--- config.mk ---
export PLATFORM = sky130hd
export DESIGN_NAME = board_pixel_pipe
export DESIGN_NICKNAME = d
export VERILOG_FILES = /design/src/rtl/board_pixel_pipe.sv
export SDC_FILE = /design/constraint.sdc
export NUM_CORES = 1
export LEC_CHECK = 0
export CORE_AREA = 2 2 101 103
export CTS_BUF_LIST = sky130_fd_sc_hd__clkbuf_16
export CTS_CLUSTER_DIAMETER = 30
export DETAILED_ROUTE_END_ITERATION = 16
export DIE_AREA = 0 0 103 105
export MAX_ROUTING_LAYER = met4
export PLACE_DENSITY = 0.71
export SLEW_MARGIN = 0
export SYNTH_ARGS = -nofsm -noshare
export SYNTH_HDL_FRONTEND = slang
export SYNTH_SLANG_ARGS = --single-unit
--- constraint.sdc ---
create_clock -name CLK -period 5.45 [get_ports CLK]
set_input_delay 1.635 -clock CLK [delete_from_list [all_inputs] [get_ports CLK]]
set_output_delay 1.635 -clock CLK [all_outputs]
set_load 0.05 [all_outputs]
--- src/rtl/board_pixel_pipe.sv ---
// -----------------------------------------------------------------------------
// board_pixel_pipe
//
// Renders the 10x20 playfield into a registered RGB stream. It takes the
// vga_controller scan position, fetches the cell code from the synchronous
// board RAM, and then shades the code. Shading covers the level palette, the
// bevel edges and the line-clear flash. The VGA interface overlays these
// colours on its static frame art wherever board_hit is set.
//
// Pipeline (advances only on PIX_EN, holds otherwise):
//   S1  : board hit test, RAM address, local x/y, sync capture
//   S2  : cell_q sampled, palette/flash/bevel colour computed
//   OUT : RGB forced to 0 outside the board, delayed hs/vs
//   Colour, board_hit and sync all appear 2 strobes after their inputs.
//
// Ports:
//   CLK        in   system clock (50 MHz)
//   RESET      in   synchronous, active-high reset
//   PIX_EN     in   one-CLK pixel strobe, >= 2 CLKs apart
//   DrawX/Y    in   10-bit scan position
//   blank_in   in   1 = visible area
//   hs_in/vs_in in  active-low syncs
//   palette    in   3 level colours {R,G,B}, 4 bits per channel
//   cell_addr  out  board RAM address (row*COLS+col)
//   cell_q     in   board RAM data, valid 1 CLK after cell_addr
//   red/green/blue out  4-bit colour channels
//   hs_out/vs_out  out  syncs delayed to match colour
//   board_hit  out  pixel is inside the visible board interior
//
// Build option: define BOARD_GRID_EN to draw 0x222 grid lines on the top and
// left edges of empty cells. Without it, empty cells are entirely black.
// -----------------------------------------------------------------------------
module board_pixel_pipe #(
  parameter int BOARD_X0   = 240,
  parameter int BOARD_Y0   = 80,
  parameter int CELL_SHIFT = 4,
  parameter int COLS       = 10,
  parameter int ROWS       = 20,
  parameter int BEVEL      = 3
) (
  input  logic             CLK,
  input  logic             RESET,
  input  logic             PIX_EN,
  input  logic [9:0]       DrawX,
  input  logic [9:0]       DrawY,
  input  logic             blank_in,
  input  logic             hs_in,
  input  logic             vs_in,
  input  logic [2:0][11:0] palette,
  output logic [7:0]       cell_addr,
  input  logic [3:0]       cell_q,
  output logic [3:0]       red,
  output logic [3:0]       green,
  output logic [3:0]       blue,
  output logic             hs_out,
  output logic             vs_out,
  output logic             board_hit
);

  localparam int BOARD_W = COLS << CELL_SHIFT;
  localparam int BOARD_H = ROWS << CELL_SHIFT;
  localparam logic [CELL_SHIFT-1:0] LOC_MAX = '1;
  localparam logic [4:0] BEV5 = 5'(BEVEL);
  localparam logic [3:0] BEV4 = 4'(BEVEL);

  // ---------------------------------------------------------------- S1 logic
  // Offsets are taken at 11 bits. A pixel left of or above the board then
  // goes negative (bit 10 set) instead of wrapping into range.
  logic [10:0] dx, dy;
  logic        in_x, in_y, in_board;
  logic [7:0]  cell_addr_next;

  assign dx       = {1'b0, DrawX} - 11'(BOARD_X0);
  assign dy       = {1'b0, DrawY} - 11'(BOARD_Y0);
  assign in_x     = !dx[10] && (dx < 11'(BOARD_W));
  assign in_y     = !dy[10] && (dy < 11'(BOARD_H));
  assign in_board = blank_in && in_x && in_y;
  assign cell_addr_next = 8'((dy >> CELL_SHIFT) * COLS + (dx >> CELL_SHIFT));

  logic                  s1_hit_reg;
  logic [CELL_SHIFT-1:0] s1_lx_reg, s1_ly_reg;
  logic                  s1_hs_reg, s1_vs_reg;

  // ---------------------------------------------------------------- S2 logic
  logic [4:0]  frame_cnt_reg;
  logic        vs_prev_reg;

  // Palette slot for a cell code. Codes 1..7 map to (code-1) mod 3.
  // Codes 8..15 map to (code-8) mod 3.
  function automatic logic [1:0] pal_idx(input logic [3:0] code);
    logic [1:0] idx;
    case (code)
      4'd1, 4'd4, 4'd7, 4'd8, 4'd11, 4'd14: idx = 2'd0;
      4'd2, 4'd5, 4'd9, 4'd12, 4'd15:       idx = 2'd1;
      4'd3, 4'd6, 4'd10, 4'd13:             idx = 2'd2;
      default:                              idx = 2'd0;
    endcase
    return idx;
  endfunction

  logic [11:0] base_col;
  logic [11:0] shaded_col;
  logic [11:0] colour_next;
  logic        edge_lo, edge_hi;

  assign edge_lo = (s1_lx_reg == '0) || (s1_ly_reg == '0);
  assign edge_hi = (s1_lx_reg == LOC_MAX) || (s1_ly_reg == LOC_MAX);

  always_comb begin
    base_col = palette[pal_idx(cell_q)];
    if (cell_q[3] && frame_cnt_reg[3]) begin
      base_col = 12'hFFF;
    end
  end

  // Per-channel bevel. Lighten takes priority, so corners where both edges
  // meet come out light.
  genvar gi;
  generate
    for (gi = 0; gi < 3; gi++) begin : g_bevel
      logic [3:0] chan;
      logic [4:0] lit_sum;
      logic [3:0] lit_sat, dark_sat;
      assign chan     = base_col[gi*4 +: 4];
      assign lit_sum  = {1'b0, chan} + BEV5;
      assign lit_sat  = lit_sum[4] ? 4'hF : lit_sum[3:0];
      assign dark_sat = (chan >= BEV4) ? (chan - BEV4) : 4'h0;
      assign shaded_col[gi*4 +: 4] = edge_lo ? lit_sat :
                                     edge_hi ? dark_sat : chan;
    end
  endgenerate

  always_comb begin
    colour_next = shaded_col;
    if (cell_q == 4'd0) begin
`ifdef BOARD_GRID_EN
      colour_next = edge_lo ? 12'h222 : 12'h000;
`else
      colour_next = 12'h000;
`endif
    end
  end

  logic        s2_hit_reg;
  logic [11:0] s2_rgb_reg;
  logic        s2_hs_reg, s2_vs_reg;

  // ---------------------------------------------------------------- registers
  always_ff @(posedge CLK) begin
    if (RESET) begin
      cell_addr     <= 8'd0;
      s1_hit_reg    <= 1'b0;
      s1_lx_reg     <= '0;
      s1_ly_reg     <= '0;
      s1_hs_reg     <= 1'b1;
      s1_vs_reg     <= 1'b1;
      s2_hit_reg    <= 1'b0;
      s2_rgb_reg    <= 12'h000;
      s2_hs_reg     <= 1'b1;
      s2_vs_reg     <= 1'b1;
      red           <= 4'h0;
      green         <= 4'h0;
      blue          <= 4'h0;
      board_hit     <= 1'b0;
      hs_out        <= 1'b1;
      vs_out        <= 1'b1;
      frame_cnt_reg <= 5'd0;
      vs_prev_reg   <= 1'b1;
    end else if (PIX_EN) begin
      // S1. An off-board pixel leaves the RAM address where it was.
      if (in_board) begin
        cell_addr <= cell_addr_next;
      end
      s1_hit_reg <= in_board;
      s1_lx_reg  <= dx[CELL_SHIFT-1:0];
      s1_ly_reg  <= dy[CELL_SHIFT-1:0];
      s1_hs_reg  <= hs_in;
      s1_vs_reg  <= vs_in;

      // S2. Strobe spacing guarantees cell_q already reflects cell_addr.
      s2_hit_reg <= s1_hit_reg;
      s2_rgb_reg <= colour_next;
      s2_hs_reg  <= s1_hs_reg;
      s2_vs_reg  <= s1_vs_reg;

      // Output stage.
      red       <= s2_hit_reg ? s2_rgb_reg[11:8] : 4'h0;
      green     <= s2_hit_reg ? s2_rgb_reg[7:4]  : 4'h0;
      blue      <= s2_hit_reg ? s2_rgb_reg[3:0]  : 4'h0;
      board_hit <= s2_hit_reg;
      hs_out    <= s2_hs_reg;
      vs_out    <= s2_vs_reg;

      // Frame counter ticks on the vsync falling edge. It drives the flash.
      vs_prev_reg <= vs_in;
      if (vs_prev_reg && !vs_in) begin
        frame_cnt_reg <= frame_cnt_reg + 5'd1;
      end
    end
  end

endmodule

==> results.ini, run 1 <==
[run_status]
status=completed

[grt]
track_usage=0.182
grt_pass1_vias=3340
grt_max_degree=48
grt_pass1_wl_um=15700
antenna_found_initial=0
grt.overflow.total=0

[synthesis]
yosys.cell_types.count=73
yosysTopAreaCellShare=0.279
ys_ff_latch=53
syn_inst=451
ys.warnings.count=0
synth_fp_nets=546
ys_seq_area_frac=0.279
synthTopCellsByCount=54 x nor2_1, 53 x dfxtp_1, 30 x a21oi_1, 28 x nand2_1, 27 x ha_1
synth_edf_count=0
syn_area_per_cell_um2=8.44
yosysMostFrequentCell=nor2_1
syn-cell-area_um2=3800
yosysTopAreaCell=dfxtp_1
synth_flop_cell=dfxtp_1
async_flop_share=0
synth_top_cells_by_area=dfxtp_1 28%, ha_1 8.9%, mux2i_1 6.6%, nor2_1 5.3%, a21oi_1 3.9%

[worst_hold_path]
hp-class=flop to flop
whs_path_depth=2

[sta]
drv_slew=0
skew_ps=3.45
whs_ps=456
rsz0062_at_grt=no
fmax_mhz=213
finalHoldViolations=0
finalSetupTns_ps=0
worst_pin_slew_ps=858
finalSetupViolCount=0
period_minus_slack_ps=4690
maxSlewHeadroom=0.428
period_share=0.860

[cts]
insertion_delay_ps=290
cts_tree=yes
h-tree-depth=2
cts_max_path_buffers=2
clkSinkCount=53
cts_buffers=5
cts-root-buf=clkbuf_16
cts.clk_slew.worst_paths_ps=70
postCtsHoldBufs=0
postCtsResizedCells=0
post-cts-setup-buffer-count=0

[worst_setup_path]
cp-start-kind=input port
path_class=input port to flop
crit_path_end_kind=flop
required_ps=5630
cp_max_fo=11
cp_data_arrival_time_ps=4870
reg2reg_depth=8

[route]
drt_wl_total_um=9460
dr.pass1.iters=4
via_count=3553
drc_errors=0
wl_per_cell_um=14.3
antenna_violating_nets_post_route=0
initialDrtViolationCount=179
vias_per_cell=5.37

[final_layout]
largest_reg_flops=12
nets=623
drive_above_1_share=0.0737
antenna_cells=0
area.growth.synth_to_final_pct=29.5

[die]
start_util=0.395
dieArea_um2=10800
dieWidth_um=103
chipHeight_um=105
rows=36
io_pins=89
design.core.area_um2=9640

[power_and_ir_drop]
p_leak_nw=2.03
ir_drop_mv=0.152
powerDensity_nw_per_um2=235
fin_total_pwr_mw=1.16

[placement]
finalWeightedCongestion=0.910
hpwl_um=7350
portBuffers=88

[run]
maxCapViolations=0

[metrics by stage]
step           area, um2  cells  setup WS (ps)  utilization
6_report            4930    662            761        0.511
5_1_grt             4930    662            600        0.511
4_1_cts             4930    662            817        0.511
3_5_place_dp        4750    654            510        0.493
3_3_place_gp        4750    654            673        0.493
2_1_floorplan       3800    451           1360            -
[placed cells by master (no fill, tap or decap), drive strengths merged, types with 3 or more instances in the layout]
cell type and n:
clkdlybuf4s50 87, nor2 55, dfxtp 53, a21oi 32
nand2 29, ha 27, mux2i 26, o21ai 25
inv 23, nand3 13, a22oi 11, xor2 10
xnor2 9, nor3 8, and2 8, nor2b 8
a211o 7, nand2b 6, o21a 6, a211oi 5
clkbuf 5, o31ai 5, buf 5, o211ai 5
nand4 4, a31oi 4, a21o 4, and4 3
nor4b 3, o211a 3, a32o 3
[final cells by class]
| type | instances | area (um2) |
|---|---|---|
| Fill cell | 930 | 4710 |
| Multi-Input combinational cell | 354 | 2530 |
| Sequential cell | 53 | 1060 |
| Clock inverter | 3 | 50.0 |
| Timing Repair Buffer | 92 | 906 |
| Tap cell | 133 | 166 |
| Clock buffer | 5 | 125 |
| Inverter | 22 | 82.6 |
[layer usage]
| layer | track usage | vias to the layer above | routed length [um] |
|---|---|---|---|
| li1 | - | 1798 | - |
| met1 | 0.245 | 1663 | 4420 |
| met2 | 0.285 | 82 | 4460 |
| met5 | - | - | 0 |
| met4 | 0.0367 | 0 | 94 |
| met3 | 0.0328 | 10 | 478 |
[critical path, cell delays in order]
cell	delay [ps]
clkdlybuf4s50_1	540
inv_1	110
ha_1	390
and4_1	190
a311o_2	480
a21oi_1	190
o21a_2	220
inv_1	70
ha_1	230
o31ai_1	330
o221ai_1	190
a32o_1	290
[path summary, 6_finish.rpt]
kind,start,end,slack [ps]
hold / removal,s2_rgb_reg[8],s2_rgb_reg[8],460
hold reg to reg,s2_rgb_reg[8],s2_rgb_reg[8],460
setup reg to reg,s1_lx_reg[3],s2_rgb_reg[7],3110
setup / recovery,cell_q[0],s2_rgb_reg[1],760
[where the power goes]
group / switching, mW / internal (mW)
Sequential: 0.0123 / 0.407
Combinational: 0.199 / 0.176
Clock: 0.145 / 0.221
Total: 0.356 / 0.804
[cells by family (layout without fill, tap and decap cells)]
logic type,Yosys count,in the layout,share of synthesized area
AND/OR/NAND/NOR,151,151,0.203
flip-flops,53,53,0.279
multiplexers,26,26,0.0717
XOR/XNOR,19,19,0.0437
buffers and inverters,44,122,0.0569
AO/OA/AOI/OAI,129,129,0.247
adder cells (fa/ha/maj),29,29,0.0993
No activity file was read; power rests on OpenSTA's default activity.
==> inputs of run 2 (changes only) <==
--- a/config.mk
+++ b/config.mk
@@ -6,7 +6,6 @@
 export NUM_CORES = 1
 export LEC_CHECK = 0
 export CORE_AREA = 2 2 101 103
-export CTS_BUF_LIST = sky130_fd_sc_hd__clkbuf_16
 export CTS_CLUSTER_DIAMETER = 30
 export DETAILED_ROUTE_END_ITERATION = 16
 export DIE_AREA = 0 0 103 105
==> run 2 against run 1 <==
Power is 7.6% lower. Critical path depth stayed put. Largest cell class unchanged. Highest routed layer unchanged. Register-to-register slack barely moved. Sequential share of layout area is 0.25 points higher. Fmax is 0.72% higher. Clock power shrank 24%. Combinational power about the same. Final area down 1.1%. Non-clock buffer count unchanged. Count of clock-buffer cells in the layout unchanged. Die area unchanged. Largest power group unchanged.
==> results.ini, run 2 (same netlist as run 1, synthesis figures left out) <==
[cts]
cts-root-buf=clkbuf_8
cts_buffers=5  ; unchanged
postCtsResizedCells=0  ; unchanged
postCtsHoldBufs=0  ; unchanged
insertion_delay_ps=300  ; about the same
cts_max_path_buffers=2  ; unchanged
cts_tree=yes
cts.clk_slew.worst_paths_ps=100  ; +30 ps
clkSinkCount=53  ; unchanged
h-tree-depth=2  ; unchanged
post-cts-setup-buffer-count=0  ; unchanged

[final_layout]
area.growth.synth_to_final_pct=28.0
multi_input_area_um2=2530  ; unchanged
largest_reg_flops=12  ; unchanged
fin_cells=662  ; unchanged
stdcell_area_um2=4870  ; -1.1%
antenna_cells=0  ; unchanged
final_common_cell=clkdlybuf4s50_1
drive_above_1_share=0.0737  ; unchanged
seq_area_um2=1060  ; unchanged
final_cell_mix=87 x clkdlybuf4s50_1, 54 x nor2_1, 53 x dfxtp_1
n_fill_cell=938  ; +0.86%
nets=623  ; unchanged

[die]
chipHeight_um=105  ; unchanged
design.core.area_um2=9640  ; unchanged
io_pins=89  ; unchanged
dieArea_um2=10800  ; unchanged
start_util=0.395  ; unchanged
rows=36  ; unchanged
dieWidth_um=103  ; unchanged

[sta]
skew_ps=5.78  ; +2.34 ps
maxSlewHeadroom=0.427  ; -0.00144
period_minus_slack_ps=4660  ; -33.5 ps
period_share=0.854  ; -0.00615
finalWorstSetupSlack_ps=794  ; +33.5 ps
finalSetupViolCount=0  ; unchanged
finalSetupTns_ps=0  ; unchanged
finalHoldViolations=0  ; unchanged
worst_pin_slew_ps=860  ; +2.15 ps
whs_ps=460  ; +3.44 ps
rsz0062_at_grt=no
fmax_mhz=215  ; +0.72%
drv_slew=0  ; unchanged

[route]
antenna_violating_nets_post_route=0  ; unchanged
wl_per_cell_um=14.3  ; about the same
dr.pass1.iters=4  ; unchanged
drc_errors=0  ; unchanged
vias_per_cell=5.37  ; +0.14%
via_count=3558  ; +0.14%
drt_wl_total_um=9460  ; about the same
initialDrtViolationCount=169  ; -5.6%

[worst_setup_path]
cp-start-kind=input port
worst_path_max_delay_cell=clkdlybuf4s50_1
path_class=input port to flop
path_delay_family=compound AO/OA/AOI/OAI gates
path_buf_inv=3  ; unchanged
cp_cell_sequence=clkdlybuf4s50_1 > inv_1 > ha_1 > and4_1 > a311o_2 > a21oi_1 > o21a_2 > inv_1 > ha_1 > o31ai_1 > o221ai_1 > a32o_1
required_ps=5660  ; +30 ps
cp_max_fo=11  ; unchanged
cpPeakStageDelay_ps=540  ; about the same
crit_path_end_kind=flop
cp_data_arrival_time_ps=4860  ; about the same

[power_and_ir_drop]
powerDensity_nw_per_um2=220  ; -6.5%
p_leak_nw=2.00  ; -1.3%
ir_drop_mv=0.105  ; -31%

[worst_hold_path]
hp-class=flop to flop

[placement]
place_ws_ps=510  ; unchanged
portBuffers=88  ; unchanged
place_area_um2=4750  ; unchanged
hpwl_um=7350  ; unchanged
finalWeightedCongestion=0.910  ; unchanged
place_inst=654  ; unchanged

[grt]
track_usage=0.182  ; +0.000699
grt.overflow.total=0  ; unchanged
grt_max_degree=48  ; unchanged
grt_pass1_wl_um=15600  ; -0.17%
grt_pass1_vias=3326  ; -0.42%
antenna_found_initial=0  ; unchanged

[run]
maxCapViolations=0  ; unchanged

[run_status]
status=completed

## run 2: worst reg2reg max path: cells and delay by family (launching register included)
family             cells  cell delay, ps
DFF                    1             330
AOI/OAI and AO/OA      4             900
and+or+nand+nor        4             960
## run 2: worst paths after layout
path / endpoint / cells past startpoint / from / slack (ps)
setup reg to reg: s2_rgb_reg[7] / 8 / s1_lx_reg[3] / 3110
hold / removal: s2_rgb_reg[8] / 2 / s2_rgb_reg[8] / 460
setup / recovery: s2_rgb_reg[1] / 12 / cell_q[0] / 790
hold reg to reg: s2_rgb_reg[8] / 2 / s2_rgb_reg[8] / 460
## run 2: metal layers
layer  wire length, um  track usage  vias up
li1                  -            -     1799
met1              4490        0.246     1666
met2              4440        0.283       83
met3               426       0.0328       10
met4                99       0.0423        0
met5                 0            -        -
## run 2: where the power goes
group          switching (mW)  internal, mW
sequential             0.0123         0.407
clock                   0.136         0.141
combinational           0.199         0.176
## run 2: cell type report
cell class                      count  share of cell area
Inverter                           22              0.0170
Tap cell                          133              0.0342
Timing Repair Buffer               92               0.186
Sequential cell                    53               0.218
Multi-Input combinational cell    354               0.521
Clock buffer                        5              0.0141
Clock inverter                      3              0.0103
## run 2: stage by stage
step            util  power [mW]
6_report       0.505        1.07
5_1_grt        0.505        1.14
4_1_cts        0.505        1.08
3_5_place_dp   0.493       0.799
3_3_place_gp   0.493       0.789
2_1_floorplan      -       0.689
==> inputs of run 3 (changes only) <==
--- a/config.mk
+++ b/config.mk
@@ -7,6 +7,7 @@
 export LEC_CHECK = 0
 export CORE_AREA = 2 2 101 103
 export CTS_CLUSTER_DIAMETER = 30
+export CTS_CLUSTER_SIZE = 40
 export DETAILED_ROUTE_END_ITERATION = 16
 export DIE_AREA = 0 0 103 105
 export MAX_ROUTING_LAYER = met4
==> results of run 3 <==
No change in the layout: final DEF, timing and power equal those of run 2.
